<file path="config.mk">
export PLATFORM = sky130hd
export DESIGN_NAME = axis_packer
export DESIGN_NICKNAME = d
export VERILOG_FILES = /design/src/rtl/axis_packer.sv
export SDC_FILE = /design/constraint.sdc
export NUM_CORES = 1
export LEC_CHECK = 0
export CORE_MARGIN = 8
export CORE_UTILIZATION = 55
export DETAILED_ROUTE_END_ITERATION = 8
export PLACE_DENSITY_LB_ADDON = 0.2
export RECOVER_POWER = 50
export SLEW_MARGIN = 30
export SYNTH_ARGS = -nofsm -noshare
export SYNTH_HDL_FRONTEND = slang
export SYNTH_SLANG_ARGS = --single-unit
</file>
<file path="constraint.sdc">
create_clock -name clk -period 3.8 [get_ports clk]
set_input_delay 1.14 -clock clk [delete_from_list [all_inputs] [get_ports clk]]
set_output_delay 1.14 -clock clk [all_outputs]
set_load 0.005 [all_outputs]
</file>
<file path="src/rtl/axis_packer.sv">
// axis_packer: packs RATIO narrow input beats (DSIZE bits each) into one wide
// registered output word. s_last flushes a partial word; m_keep marks the
// lanes that carry data. Lane 0 (LSBs) always receives the first beat.
module axis_packer #(
  parameter int DSIZE = 8,
  parameter int RATIO = 4
) (
  input  logic                   clk,
  input  logic                   resetn,
  input  logic                   s_valid,
  output logic                   s_ready,
  input  logic [DSIZE-1:0]       s_data,
  input  logic                   s_last,
  output logic                   m_valid,
  input  logic                   m_ready,
  output logic [RATIO*DSIZE-1:0] m_data,
  output logic [RATIO-1:0]       m_keep,
  output logic                   m_last,
  output logic                   partial
);

  localparam int CW = $clog2(RATIO);
  localparam logic [CW-1:0] CNT_MAX = CW'(RATIO - 1);

  // Lane counter and accumulator. The top lane never needs storing: the beat
  // that lands there always completes the word and goes straight out.
  logic [CW-1:0]                  cnt_q, cnt_d;
  logic [RATIO-2:0][DSIZE-1:0]    acc_data_q, acc_data_d;
  logic [RATIO-2:0]               acc_keep_q, acc_keep_d;

  // Output register.
  logic                           m_valid_q, m_valid_d;
  logic [RATIO-1:0][DSIZE-1:0]    m_data_q, m_data_d;
  logic [RATIO-1:0]               m_keep_q, m_keep_d;
  logic                           m_last_q, m_last_d;

  // Per-lane view of the word that a completing beat would produce.
  logic [RATIO-2:0]               lane_hit;
  logic [RATIO-2:0]               lane_below;
  logic [RATIO-1:0][DSIZE-1:0]    word_data;
  logic [RATIO-1:0]               word_keep;

  logic                           accept;
  logic                           completes;

  // s_ready depends only on registered state and m_ready, never on s_valid.
  assign s_ready   = ~m_valid_q | m_ready;
  assign accept    = s_valid & s_ready;
  assign completes = accept & (s_last | (cnt_q == CNT_MAX));

  genvar gi;
  generate
    for (gi = 0; gi < RATIO; gi++) begin : g_lane
      if (gi < RATIO - 1) begin : g_stored
        assign lane_hit[gi]   = (cnt_q == CW'(gi));
        assign lane_below[gi] = (cnt_q > CW'(gi));
        // Lanes below cnt come from the accumulator, lane cnt from the
        // incoming beat, lanes above cnt are forced to zero.
        assign word_data[gi]  = lane_hit[gi]   ? s_data :
                                lane_below[gi] ? acc_data_q[gi] : '0;
        assign word_keep[gi]  = acc_keep_q[gi] | lane_hit[gi];
      end else begin : g_top
        assign word_data[gi]  = (cnt_q == CNT_MAX) ? s_data : '0;
        assign word_keep[gi]  = (cnt_q == CNT_MAX);
      end
    end
  endgenerate

  // Next-state: fill the accumulator, load the output word on completion,
  // and release the output register once drained.
  always_comb begin
    cnt_d      = cnt_q;
    acc_data_d = acc_data_q;
    acc_keep_d = acc_keep_q;
    m_valid_d  = m_valid_q;
    m_data_d   = m_data_q;
    m_keep_d   = m_keep_q;
    m_last_d   = m_last_q;

    if (completes) begin
      // Reload covers the simultaneous drain case: m_valid stays high.
      m_data_d   = word_data;
      m_keep_d   = word_keep;
      m_last_d   = s_last;
      m_valid_d  = 1'b1;
      cnt_d      = '0;
      acc_keep_d = '0;
    end else begin
      if (accept) begin
        for (int k = 0; k < RATIO - 1; k++) begin
          if (lane_hit[k]) begin
            acc_data_d[k] = s_data;
            acc_keep_d[k] = 1'b1;
          end
        end
        cnt_d = cnt_q + CW'(1);
      end
      if (m_valid_q && m_ready) begin
        m_valid_d = 1'b0;
      end
    end
  end

  // Control and output state, cleared by the active-low synchronous reset.
  always_ff @(posedge clk) begin
    if (!resetn) begin
      cnt_q      <= '0;
      acc_keep_q <= '0;
      m_valid_q  <= 1'b0;
      m_data_q   <= '0;
      m_keep_q   <= '0;
      m_last_q   <= 1'b0;
    end else begin
      cnt_q      <= cnt_d;
      acc_keep_q <= acc_keep_d;
      m_valid_q  <= m_valid_d;
      m_data_q   <= m_data_d;
      m_keep_q   <= m_keep_d;
      m_last_q   <= m_last_d;
    end
  end

  // Accumulator data is gated by acc_keep, so it carries no reset.
  always_ff @(posedge clk) begin
    acc_data_q <= acc_data_d;
  end

  assign m_valid = m_valid_q;
  assign m_data  = m_data_q;
  assign m_keep  = m_keep_q;
  assign m_last  = m_last_q;
  assign partial = (cnt_q != '0);

endmodule

</file>
=== Word-level counts from Yosys, hierarchy flattened ===
Cells that the tools add are included.

* Flip-flop bits (word level): 67
* Input bits: 13
* Word-level logic and storage cells: 51

* Add/subtract/negate cells: 1
* Order comparisons: 3
* Equal/unequal tests: 3
* Multiplexer cells: 9
* Bitwise logic cells: 10
* Reductions and logical operators: 11

{| class="wikitable"
|+ Operators with widths
! kind !! number
|-
| 2-to-1 mux 8 bit || 7
|-
| AND reduction 3 bit || 3
|-
| AND reduction 2 bit || 3
|-
| bitwise OR 1 bit || 5
|-
| == test 2 bit (second input constant) || 2
|-
| greater-than comparator 2 x 1 -> 1 bit (second input constant) || 2
|-
| nonzero test 2 bit || 2
|-
| NOT 1 bit || 3
|-
| adder 2 x 1 -> 2 bit (second input constant) || 1
|-
| AND 1 bit || 2
|-
| == test 2 x 1 -> 1 bit (second input constant) || 1
|-
| greater-than comparator 2 bit (second input constant) || 1
|-
| logical NOT 2 bit || 1
|-
| 2-to-1 mux 1 bit || 2
|-
| OR reduction 2 bit || 1
|-
| logical AND 1 bit || 1
|}

=== Longest topological paths before layout ===
Gate-level depths: netlist (run 1).

* Depth in word-level cells: 6
* Gate-level depth with buffers: 6
* Gate-level depth less buffers: 5

=== Worst setup path before layout (run 1) ===
OpenSTA, ideal clock, no wires.

* Path type: input to register
* Start: in s_last
* End: reg acc_data_q[0] (netlist bit), enable pin
* Setup time: 0.395 ns
* Arrival time: 2.482 ns
* Slack: 0.923 ns
* Stages on the path: 4
* Cells stage by stage: or2_4 > buf_6 > buf_6 > nor4_1

* Cells in the longest elaborated chain, start to end: 4

{| class="wikitable"
|+ Ends and longest elaborated chain
! item !! RTL line !! RTL
|-
| start: declaration || 13 || <nowiki>input logic s_last,</nowiki>
|-
| bitwise OR 1 bit || 49 || <nowiki>assign completes = accept & (s_last | (cnt_q == CNT_MAX));</nowiki>
|-
| AND 1 bit || 49 ||
|-
| NOT 1 bit (no source line) || -- ||
|-
| AND reduction 3 bit (no source line) || -- ||
|-
| end signal: assignment || 125 || <nowiki>acc_data_q <= acc_data_d;</nowiki>
|-
| end: declaration || 28 || <nowiki>logic [RATIO-2:0][DSIZE-1:0] acc_data_q, acc_data_d;</nowiki>
|}

No other way between the ends.
A chain may end at the register's enable or synchronous reset.

=== Worst setup path in the final report (run 1) ===
* Start: in m_ready
* End: out s_ready

* Cells in the longest elaborated chain, start to end: 1

{| class="wikitable"
|+ Ends and longest elaborated chain
! item !! RTL line !! RTL
|-
| start: declaration || 15 || <nowiki>input logic m_ready,</nowiki>
|-
| bitwise OR 1 bit || 47 || <nowiki>assign s_ready = ~m_valid_q | m_ready;</nowiki>
|-
| end: declaration || 11 || <nowiki>output logic s_ready,</nowiki>
|}

No other way between the ends.

==> results of run 1 <==
-- sequential cells by signal, summed over array words and instances (netlist names) --
| register | cells |
|---|---|
| acc_data_q | 24 |
| acc_keep_q | 3 |
| cnt_q | 2 |
| m_data | 32 |
| m_keep | 4 |
| m_last | 1 |
| m_valid | 1 |
-- area by class of cell --
| type | instances | area [µm²] | share of cell area, % |
|---|---|---|---|
| clock buffers | 9 | 123.9 | 3.727 |
| clock inverters | 7 | 58.81 | 1.770 |
| inverters | 6 | 25.02 | 0.7530 |
| multi-input cells | 125 | 912.1 | 27.45 |
| flip-flops and latches | 67 | 1582 | 47.59 |
| well taps | 54 | 67.56 | 2.033 |
| repair buffers | 57 | 554.3 | 16.68 |
-- worst max-delay path: stages --
cell             delay (ns)
dlygate4sd3_1          0.58
nor2b_4                0.26
inv_4                  0.04
clkdlybuf4s50_1        0.44
-- through the flow --
step | setup slack, ns | cells | utilization [%] | power [µW] | hold slack (ns)
2_1_floorplan | 0.9235 | 217 | - | 903.8 | 0.4375
3_3_place_gp | 0.3164 | 309 | 67.25 | 987.3 | 0.4332
3_5_place_dp | 0.3012 | 309 | 67.25 | 992.2 | 0.4490
4_1_cts | 0.2921 | 325 | 71.15 | 1539 | 0.4703
5_1_grt | 0.1654 | 325 | 70.83 | 1574 | 0.5048
6_report | 0.2037 | 325 | 70.83 | 1514 | 0.4674
-- routing by layer --
layer  track usage, %  wire, µm
met4            8.758       131
met2            27.36      3049
met5                0         0
met3            4.011       347
met1            23.01      2866
-- cells in the mapped netlist --
master	number	area (µm²)
or2_4	1	8.760
o21ai_0	2	10.01
nor3_2	1	10.01
buf_6	7	78.83
dfxtp_1	43	860.8
nor2_1	8	30.03
a22o_1	8	70.07
a31oi_1	31	193.9
nor2b_1	2	12.51
and3b_1	1	8.760
nor2b_4	1	13.76
buf_4	2	15.01
clkbuf_1	8	30.03
a22oi_1	15	112.6
and3_1	2	12.51
o31ai_1	1	7.510
nand2_1	2	7.510
inv_4	1	6.260
a31oi_4	1	21.27
a31o_2	1	8.760
o21a_1	1	7.510
edfxtp_1	24	720.7
ha_1	4	50.05
a21o_1	1	7.510
inv_1	3	11.26
nor3_4	1	16.27
buf_2	2	10.01
inv_2	2	7.510
nand3_1	2	10.01
mux2i_1	8	80.08
a21oi_1	3	15.01
a211oi_1	27	202.7
nor4_1	1	6.260
-- power breakdown --
group          internal (µW)  leakage (µW)  switching, µW
registers                774      0.000571           13.4
clock network            294     0.0000915            258
logic                   79.9      0.000607           95.9
total                   1150       0.00127            367
-- kinds of logic (layout without fill, tap and decap cells) --
family	after synthesis	in the layout
AO/OA/AOI/OAI	91	91
adder cells (fa/ha/maj)	4	4
flip-flops	67	67
AND/OR/NAND/NOR	22	22
buffers and inverters	25	79
multiplexers	8	8
-- path summary, 6_finish.rpt --
check / start / end / slack, ns / cells after the start
max reg2reg: m_valid / m_data[29] / 1.36 / 5
min reg2reg: m_keep[3] / m_keep[3] / 0.47 / 1
max: m_ready / s_ready / 0.20 / 4
min: m_keep[3] / m_keep[3] / 0.47 / 1
==> metrics.md, run 1 <==
| Metric | Value |
|---|---|
| HP Class | register to register |
| Antenna Nets Post-Route | 0 |
| TritonCTS buffer count | 9 |
| Reg clk slew, reported paths | approximately 0.07 ns |
| Leak Pwr | 0.001269 µW |
| CP Class | input pin to output port |
| Max-Cap Viols | 1 |
| Post-DP Area | between 3000 and 4000 µm² |
| Most common cell after layout, fill and taps aside | dlygate4sd3_1 |
| Synth Net Count | 234 |
| Boundary pin count | 53 |
| Netlist cell types | 33 |
| Hold Vio Cnt, Final | 0 |
| Initial drt markers | 252 |
| Peak supply drop | 0.2453 mV |
| Crit end category | output port |
| Residual DRC | 0 |
| DR vias | 2002 |
| Status | complete, but fails checks |
| Post-CTS Hold Buffers | 0 |
| Failing checks | max-capacitance violations, max-slew violations |
| Cts repair resizes | 0 |
| Setup Buffers After CTS | 0 |
| Synth-to-Final Area Change | 24.75% |
| Startpoint class of the critical path | input pin |
| Synth Area in Compound Gates | 24.66% |
| Max-slew headroom | -8.633% |
| Final setup violation count | 0 |
| Core Region | 4692 µm² |
| CTS HTree Levels | 3 |
| Register bit total from synthesis | 67 |
| GP Congestion | 0.8399 |
| Req. time, crit path | around 2.7 ns |
| Worst Skew | around 0.0057 ns |
| Power per cell area | ~460 nW/µm² |
| Global-route wire length before repair | 10.11 mm |
| Cells after Synth | 217 |
| Filler cells | 368 |
| Die area | 7327 µm² |
| Sequential area share after synthesis | about 60% |
| XOR/XNOR share of the synthesized area | 0% |
| Most frequent cells in the layout | dlygate4sd3_1 (44), dfxtp_1 (43), a31oi_1 (31), a211oi_1 (27), edfxtp_1 (24) |
| Layout cells sized above 1 | 8.856% |
| Drt first pass iters | 4 |
| Period utilization | 94.64% |
| Total track usage | 17.80% |
| Vias in the first global route | 1932 |
| CTS Sinks | 67 |
| Fmax | 278.1 MHz |
| Die W | ~86 µm |
| Worst-Skew Late Latency | 0.33 ns |
| Avg Cell Area, Syn | 12.28 µm² |
| Min Tclk post-route | 3.596 ns |
| Wire per inst | ~20 µm |
| Total grt overflow | 0 |
| Multiplexer area fraction after synthesis | 3.006% |
| Fin. max-slew vios | 35 |
| Initial Util | 56.77% |
| Crit-path max FO | 9 |
| Critical path arrival | 2.46 ns |
| Final Cell Area | roughly 3300 µm² |
| Drt total wl | 6.396 mm |
| Row count | 25 |
| Worst Max-Slew Pin Slew | 1.629 ns |
| HPWL after DPL | 4.298 mm |
| Sum Neg Setup Slack | 0 ns |
| Area share of fa/ha/maj cells after synthesis | 1.879% |
| Root buffer cell | clkbuf_8 |
| Synth Area in Simple Gates | ~5% |
| Largest family of logic cells by synthesized area | compound AO/OA/AOI/OAI gates |
| TritonCTS clock tree | yes |
| Vias per cell | about 6.2 |
| Buffers on Ports | 52 |
| Clock tree buffer depth | 2 |
| RSZ-0062 raised after global routing | no |
| Post-layout net count | ~280 |
| Pin count of the biggest net entering global routing | 35 |
| Syn. warnings | 0 |
| Die Y | 85.60 µm |
| Synthesized cell area | 2664 µm² |
| Initial antenna violation count | 0 |
| Ant. Diodes | 0 |
(Power assumes the default switching activity.)
==> run 2: changes to the inputs <==
SLEW_MARGIN = 10   (was 30)
==> results of run 2 <==
Final layout, timing and power as in run 1 (identical DEF).
